--- src/rtl/vga_timing_gen.sv ---
// vga_timing_gen: VGA raster timing with pixel enable, coordinates, delayed syncs,
// frame tick and animation frame counter.
`ifndef WIDTH_LOG2
`define WIDTH_LOG2 10
`endif
`ifndef HEIGHT_LOG2
`define HEIGHT_LOG2 10
`endif
`ifndef MAX_ANIMATION_FRAME_LOG2
`define MAX_ANIMATION_FRAME_LOG2 4
`endif

module vga_timing_gen #(
    parameter int CLK_DIV    = 4,
    parameter int H_VISIBLE  = 640,
    parameter int H_FRONT    = 16,
    parameter int H_SYNC     = 96,
    parameter int H_BACK     = 48,
    parameter int V_VISIBLE  = 480,
    parameter int V_FRONT    = 10,
    parameter int V_SYNC     = 2,
    parameter int V_BACK     = 33,
    parameter int SYNC_DELAY = 2,
    parameter int ANIM_DIV   = 8
) (
    input  logic                                 clk,
    input  logic                                 rst_n,
    output logic                                 pixel_en,
    output logic [`WIDTH_LOG2-1:0]               x,
    output logic [`HEIGHT_LOG2-1:0]              y,
    output logic                                 toDisplay,
    output logic                                 hsync,
    output logic                                 vsync,
    output logic                                 frame_tick,
    output logic [`MAX_ANIMATION_FRAME_LOG2-1:0] animation_timer
);
    localparam int XW      = `WIDTH_LOG2;
    localparam int YW      = `HEIGHT_LOG2;
    localparam int H_TOTAL = H_VISIBLE + H_FRONT + H_SYNC + H_BACK;
    localparam int V_TOTAL = V_VISIBLE + V_FRONT + V_SYNC + V_BACK;
    localparam int DW      = CLK_DIV > 1 ? $clog2(CLK_DIV) : 1;
    localparam int FW      = $clog2(ANIM_DIV + 1);
    localparam int PW      = SYNC_DELAY + 1;
    localparam logic [XW-1:0] H_LAST = XW'(H_TOTAL - 1);
    localparam logic [YW-1:0] V_LAST = YW'(V_TOTAL - 1);
    localparam logic [DW-1:0] D_LAST = DW'(CLK_DIV - 1);
    localparam logic [FW-1:0] F_LAST = FW'(ANIM_DIV - 1);

    if (H_TOTAL > 2 ** XW || V_TOTAL > 2 ** YW) begin : g_width_check
        $error("coordinate width too small for raster totals");
    end

    logic [DW-1:0] div_cnt;
    logic [FW-1:0] frame_div;
    logic [PW-1:0] hs_pipe, vs_pipe;
    logic [XW-1:0] h_inc, h_cur;
    logic [YW-1:0] v_inc, v_cur;
    logic          last_div, hs_raw, vs_raw;

    always_comb begin
        last_div = div_cnt == D_LAST;
        h_inc    = x == H_LAST ? '0 : x + 1'b1;
        v_inc    = x != H_LAST ? y : (y == V_LAST ? '0 : y + 1'b1);
        hs_raw   = !(32'(h_inc) >= H_VISIBLE + H_FRONT && 32'(h_inc) < H_VISIBLE + H_FRONT + H_SYNC);
        vs_raw   = !(32'(v_inc) >= V_VISIBLE + V_FRONT && 32'(v_inc) < V_VISIBLE + V_FRONT + V_SYNC);
        // counters as they will stand during the cycle the next pixel_en is high
        h_cur    = pixel_en ? h_inc : x;
        v_cur    = pixel_en ? v_inc : y;
    end

    always_ff @(posedge clk or negedge rst_n) begin
        if (!rst_n) begin
            div_cnt         <= '0;
            pixel_en        <= 1'b0;
            x               <= '0;
            y               <= '0;
            toDisplay       <= 1'b0;
            hs_pipe         <= '1;
            vs_pipe         <= '1;
            frame_tick      <= 1'b0;
            frame_div       <= '0;
            animation_timer <= '0;
        end else begin
            div_cnt    <= last_div ? '0 : div_cnt + 1'b1;
            pixel_en   <= last_div;
            frame_tick <= last_div && h_cur == H_LAST && v_cur == V_LAST;
            if (pixel_en) begin
                x         <= h_inc;
                y         <= v_inc;
                toDisplay <= 32'(h_inc) < H_VISIBLE && 32'(v_inc) < V_VISIBLE;
                hs_pipe   <= (hs_pipe << 1) | PW'(hs_raw);
                vs_pipe   <= (vs_pipe << 1) | PW'(vs_raw);
            end
            if (frame_tick) begin
                frame_div <= frame_div == F_LAST ? '0 : frame_div + 1'b1;
                if (frame_div == F_LAST) animation_timer <= animation_timer + 1'b1;
            end
        end
    end

    assign hsync = hs_pipe[SYNC_DELAY];
    assign vsync = vs_pipe[SYNC_DELAY];
endmodule

--- config.mk ---
export PLATFORM = sky130hd
export DESIGN_NAME = vga_timing_gen
export DESIGN_NICKNAME = d
export VERILOG_FILES = /design/src/rtl/vga_timing_gen.sv
export SDC_FILE = /design/constraint.sdc
export NUM_CORES = 1
export LEC_CHECK = 0
export ABC_AREA = 1
export CAP_MARGIN = 20
export CORE_MARGIN = 4
export CORE_UTILIZATION = 40
export CTS_CLUSTER_SIZE = 25
export DETAILED_ROUTE_END_ITERATION = 16
export GPL_TIMING_DRIVEN = 0
export HOLD_SLACK_MARGIN = 0.15
export PLACE_DENSITY_LB_ADDON = 0.05
export SETUP_SLACK_MARGIN = 0.3
export SKIP_CTS_REPAIR_TIMING = 1
export SLEW_MARGIN = 5
export SYNTH_ARGS = -nofsm -noshare
export SYNTH_HDL_FRONTEND = slang
export SYNTH_SLANG_ARGS = --single-unit
--- constraint.sdc ---
create_clock -name clk -period 2.9 [get_ports clk]
set_clock_uncertainty 0.15 [all_clocks]
set_input_delay 0.58 -clock clk [delete_from_list [all_inputs] [get_ports clk]]
set_output_delay 0.58 -clock clk [all_outputs]
set_load 0.1 [all_outputs]
### Word-level counts from Yosys, hierarchy flattened

Index checks and enable logic that the tools add are counted.

* add/subtract/negate cells: 5
* order comparisons: 6
* equality and inequality tests: 7
* multiplexer cells: 7
* bitwise logic cells: 2
* reduce and logical (&&, ||, !) cells: 8

Operators by type and width (number)
* $mux 10: 5
* $eq 10x10->1 const B: 4
* $add 10x1->10 const B: 2
* $lt 10x10->1 const B: 2
* $lt 10x9->1 const B: 2
* $ge 10x10->1 const B: 1
* $ge 10x9->1 const B: 1
* $ne 10x10->1 const B: 1
* $add 4x1->4 const B: 2
* $or 3x1->3: 2
* $logic_and 1x1->1: 5
* $eq 4x3->1 const B: 1
* $mux 4: 1
* $add 2x1->2 const B: 1
* $eq 2x2->1 const B: 1
* $logic_not 1->1: 2
* $mux 2: 1
* $reduce_and 2->1: 1

* bits in registers: 39
* bits of input ports: 2
* output and inout port bits: 29
* logic and storage cells: 45

### Depth between registers and ports, before layout

* depth in word-level cells: 7
* mapped depth: 13
* mapped depth without buffers: 13

### Worst setup path after synthesis

No wires, ideal clock.

* kind: register to register
* start point: reg x[0]
* end point: reg frame_tick
* library setup time: 0.072 ns
* arrival: 2.355 ns
* required time: 2.678 ns
* setup slack: 0.323 ns
* cell stages (with the launch flop): 13
* buffers on the path: 1
* clock period less this slack: 2.577 ns
* path through: dfrtp_1 > ha_1 > nand2_2 > inv_2 > nand2_4 > nor2_8 > buf_8 > nand3_1 > nand2_1 > nand2_1 > o21ai_0 > nand4_1 > nor2_1

* longest elaborated chain between the ends: 6
* elaborated cells between the ends (all ways): 11
* classes of those cells: 1 x add/sub; 4 x eq/ne; 4 x mux; 2 x reduce/logical

Ends and longest elaborated chain
* from (decl): line 29 `` output logic [`WIDTH_LOG2-1:0] x, ``
* from (signal assigned): line 88 `x <= h_inc;`
* $add 10x1->10 or $eq 10x10->1 (tied branches): line 62 `h_inc = x == H_LAST ? '0 : x + 1'b1;`
* $mux 10: line 62
* $mux 10
* $eq 10x10->1: line 86 `frame_tick <= last_div && h_cur == H_LAST && v_cur == V_LAST;`
* $logic_and 1x1->1: line 86
* $logic_and 1x1->1 (*): line 86
* to (signal assigned): line 80 `frame_tick <= 1'b0;`
* to (signal assigned): line 86
* to (decl): line 34 `output logic frame_tick,`

Every way passes the cells marked *; elsewhere a longest branch is shown, timed or not.
A chain may end at the register's enable or synchronous reset.

### Worst setup path in the final report

* start point: reg animation_timer[3]
* end point: out animation_timer[3]

RTL lines
* from (decl): line 35 `` output logic [`MAX_ANIMATION_FRAME_LOG2-1:0] animation_timer ``
* from (signal assigned): line 96 `if (frame_div == F_LAST) animation_timer <= animation_timer + 1'b1;`

No word-level cell between the ends.

==> results by group <==
Synth
  – Syn Inst Count: ~330
  – Compound-Gate Fraction of Synth Area: 4.75%
  – Top-area cell type share of the netlist area: 34.8%
  – Post-Syn Area: 0.00237 mm2
  – Syn nets: between 300 and 400
  – Mapped Avg Cell Area: a little over 7 um2
  – Synth area leaders: dfrtp_1 35%, nand2_1 17%, dfstp_2 6.6%
  – Post-synth top cells: 109 x nand2_1, 40 x inv_1, 34 x nor2_1
  – Post-synthesis xor/xnor area fraction: under 10%
  – Count leader, synth: nand2_1
  – Register area share after synthesis: 41.5%
  – Fraction of the mapped netlist area in simple logic gates: 37.7%
  – Synthesized flop and latch total: 39
  – Largest family of logic cells by synthesized area: simple AND/OR/NAND/NOR gates
  – Ys Warns: 0
  – Number of synthesized flops with an enable pin: 0
  – Most area-hungry cell type in the Yosys netlist: dfrtp_1
  – Mux cell area share after synthesis: 0.475%
  – Post-Synth Adder-Cell Area: 3.69%
  – Predominant post-synthesis flop cell: dfrtp_1
  – Unique cell type count in the Yosys netlist: 33
  – Async SR Flop Fraction: 100%

Floorplanning
  – Die X: 85.0 um
  – Io pins: 31
  – Die Ht: 85.0 um
  – Core Footprint: approximately 0.0056 mm2
  – Die footprint: 0.00723 mm2
  – Rows: 27
  – Starting Density: 42.0%

STA
  – Final Slew Violations: 0
  – FMAX: a little under 400 MHz
  – Min Hold Slack: 0.276 ns
  – Tightest Pin Transition: 0.982 ns
  – Part of the cycle the worst path needs: 86.9%
  – Min cycle time layout: ~2.5 ns
  – Fin. Hold Viols: 0
  – Endpoints failing setup: 0
  – Worst slew margin: 34.4%
  – RSZ-0062 raised after global routing: false

Power and ir drop
  – NetSw: 0.000195 W
  – Share of power burned in registers: 54.4%
  – Total internal power: 0.000805 W
  – Clock share of power: between 40% and 50%
  – Pwr per Cell Area: 339 mW/mm2
  – Net Sw Frac: 19.5%
  – Maximum VDD drop: approximately 0.25 mV
  – Lkg Pwr: 1.86 nW
  – Gate power share: 1.5%

Final layout
  – Final std cells w/o fill: 440
  – Area grow syn2layout: 24.5%
  – Fin util: 52.4%
  – Final instance area: between 0.002 and 0.003 mm2
  – Share of cells above drive strength 1: 10.3%
  – Number of fill cells in the layout: 561
  – Fin nets: between 300 and 400
  – Diode count: 0

Critical path
  – Slowest stage cell on the critical path: clkdlybuf4s50_1
  – CP Buf/Inv Count: 1
  – CP max stage delay: about 1.1 ns
  – WP data arrival: 1.79 ns
  – Max FO, Critical Path: 2
  – CP Launch Type: register
  – CP top delay family: buffers and inverters
  – Worst r2r dst: frame_tick$_DFF_PN0_
  – Reg2Reg Setup Slack: between 0.8 and 0.9 ns
  – RR Startpoint: x[0]$_DFF_PN0_
  – Cell Chain, Critical Path: clkdlybuf4s50_1
  – Worst reg-to-reg path cell count: 12
  – Worst Setup Path Type: reg -> out
  – Worst Path Required: between 2 and 2.5 ns
  – Endpoint class of the critical path: primary output

Clock network
  – CTS tree: done
  – Clk root buf: clkbuf_8
  – Worst-Skew Late Latency: approximately 0.29 ns
  – Maximum buffer depth of the clock tree: 2
  – TritonCTS sink count: 39
  – Htree depth: 2
  – Clock Pin Slew Worst Setup and Hold Paths: roughly 0.07 ns
  – CTS Buf Count: 5

Placed design
  – Placed insts: 431
  – DPL Wire Length: just over 4 mm
  – PortBufs: 30
  – Placed instance area: approximately 0.0028 mm2
  – Routability cong.: 0.838

Global route
  – Initial antenna violation count: 0
  – Gr ovfl total: 0
  – Largest net degree at the start of global routing: 36
  – GRT Util Overall: 17.2%
  – First-pass GRT wire length: between 9 and 10 mm
  – Vias in the first global route: 2,132

Route
  – DR WL/cell: 12.6 um
  – Post-DR vias/cell: 4.80
  – Final antenna-violating net count: 0
  – Drt drc: 0
  – Final wirelength: 5.56 mm
  – Vias: 2,112
  – First drt pass iteration count: 4
  – DRT iter0 DRCs: 74

Status
  – Outcome: finished clean

Hold path
  – Hold depth: 1
  – Min-delay worst type: reg -> reg
  – Hold Path Sink: div_cnt[0]$_DFF_PN0_
  – Hold path start: div_cnt[0]$_DFF_PN0_

Job
  – Max-cap violations: 0
## cell families (layout without fill, tap and decap cells)
kind of cell,count (synthesis),in the layout
AO/OA/AOI/OAI,21,21
XOR/XNOR,6,6
adder cells (fa/ha/maj),7,7
buffers and inverters,54,94
flip-flops,39,39
multiplexers,1,1
AND/OR/NAND/NOR,200,200
## power groups by stage
| stage | clock network [W] | registers, W | logic [W] |
|---|---|---|---|
| detailed placement | 0 | 0.000554 | 0.0000159 |
| CTS | 0.000465 | 0.000544 | 0.0000161 |
| floorplan | 0 | 0.000554 | 0.000000000810 |
| global placement | 0 | 0.000554 | 0.0000131 |
| finish | 0.000441 | 0.000544 | 0.0000155 |
| global route | 0.000502 | 0.000544 | 0.0000186 |
## flip-flops by register name, summed over array words and instances (netlist names)
| name | count |
|---|---|
| animation_timer | 4 |
| toDisplay | 1 |
| x | 10 |
| hs_pipe | 3 |
| pixel_en | 1 |
| y | 10 |
| vs_pipe | 3 |
| div_cnt | 2 |
| frame_tick | 1 |
| frame_div | 4 |
## per-stage QoR
| stage | setup slack, ns | TNS (ns) | power [W] |
|---|---|---|---|
| after floorplan | 0.323 | 0 | 0.000554 |
| after global placement | -0.00672 | -0.132 | 0.000567 |
| after detailed placement | 0.529 | 0 | 0.000570 |
| after CTS | 0.198 | 0 | 0.00103 |
| after global routing | 0.306 | 0 | 0.00106 |
| final | 0.381 | 0 | 0.00100 |
## worst register-to-register path: stages (launching register included)
cell	delay (ns)
dfrtp_1	0.44
ha_1	0.24
nand2_2	0.10
inv_2	0.08
nand2_4	0.07
nor2_8	0.16
buf_8	0.14
nand3_1	0.07
nand2_1	0.10
nand2_1	0.05
o21ai_0	0.11
nand4_1	0.17
nor2_1	0.14
## cells in the final DEF, fill, tap and decap left out, types with 6 or more instances in the layout
cell | Yosys | routed
nand4_1 | 11 | 11
nand3_1 | 24 | 24
o21ai_0 | 13 | 13
ha_1 | 7 | 7
inv_1 | 40 | 40
dlymetal6s2s_1 | 0 | 24
dfrtp_1 | 33 | 33
nand2_1 | 109 | 109
nor2_1 | 34 | 34
dfstp_2 | 6 | 6
## cell type report
class	count	area (um2)	share of cell area [%]
Multi-Input combinational cell	235	1160	39.2
Sequential cell	39	983	33.3
Timing Repair Buffer	32	385	13.0
Inverter	45	169	5.72
Tap cell	72	90.1	3.05
Clock buffer	7	76.3	2.58
Buffer	9	61.3	2.08
Clock inverter	1	30.0	1.02
## metal layers
metal | global-route usage (%) | vias to the layer above | routed length (um)
met4 | 4.89 | 0 | 74
li1 | - | 1105 | -
met2 | 28.2 | 36 | 2550
met1 | 22.4 | 965 | 2650
met5 | 0 | - | 0
met3 | 4.27 | 6 | 284
## worst max-delay path by stage
stage	startpoint	to	slack [ns]	cells after the start
after floorplan	x[0]$_DFF_PN0_	frame_tick$_DFF_PN0_	0.32	12
after global placement	rst_n	frame_div[2]$_DFFE_PN0P_	-0.007	1
after detailed placement	y[1]$_DFF_PN0_	y[1]	0.53	1
after CTS	x[7]$_DFF_PN0_	x[7]	0.20	1
after global routing	animation_timer[3]$_DFFE_PN0P_	animation_timer[3]	0.31	1
final	animation_timer[3]$_DFFE_PN0P_	animation_timer[3]	0.38	1
(Power assumes the default switching activity.)
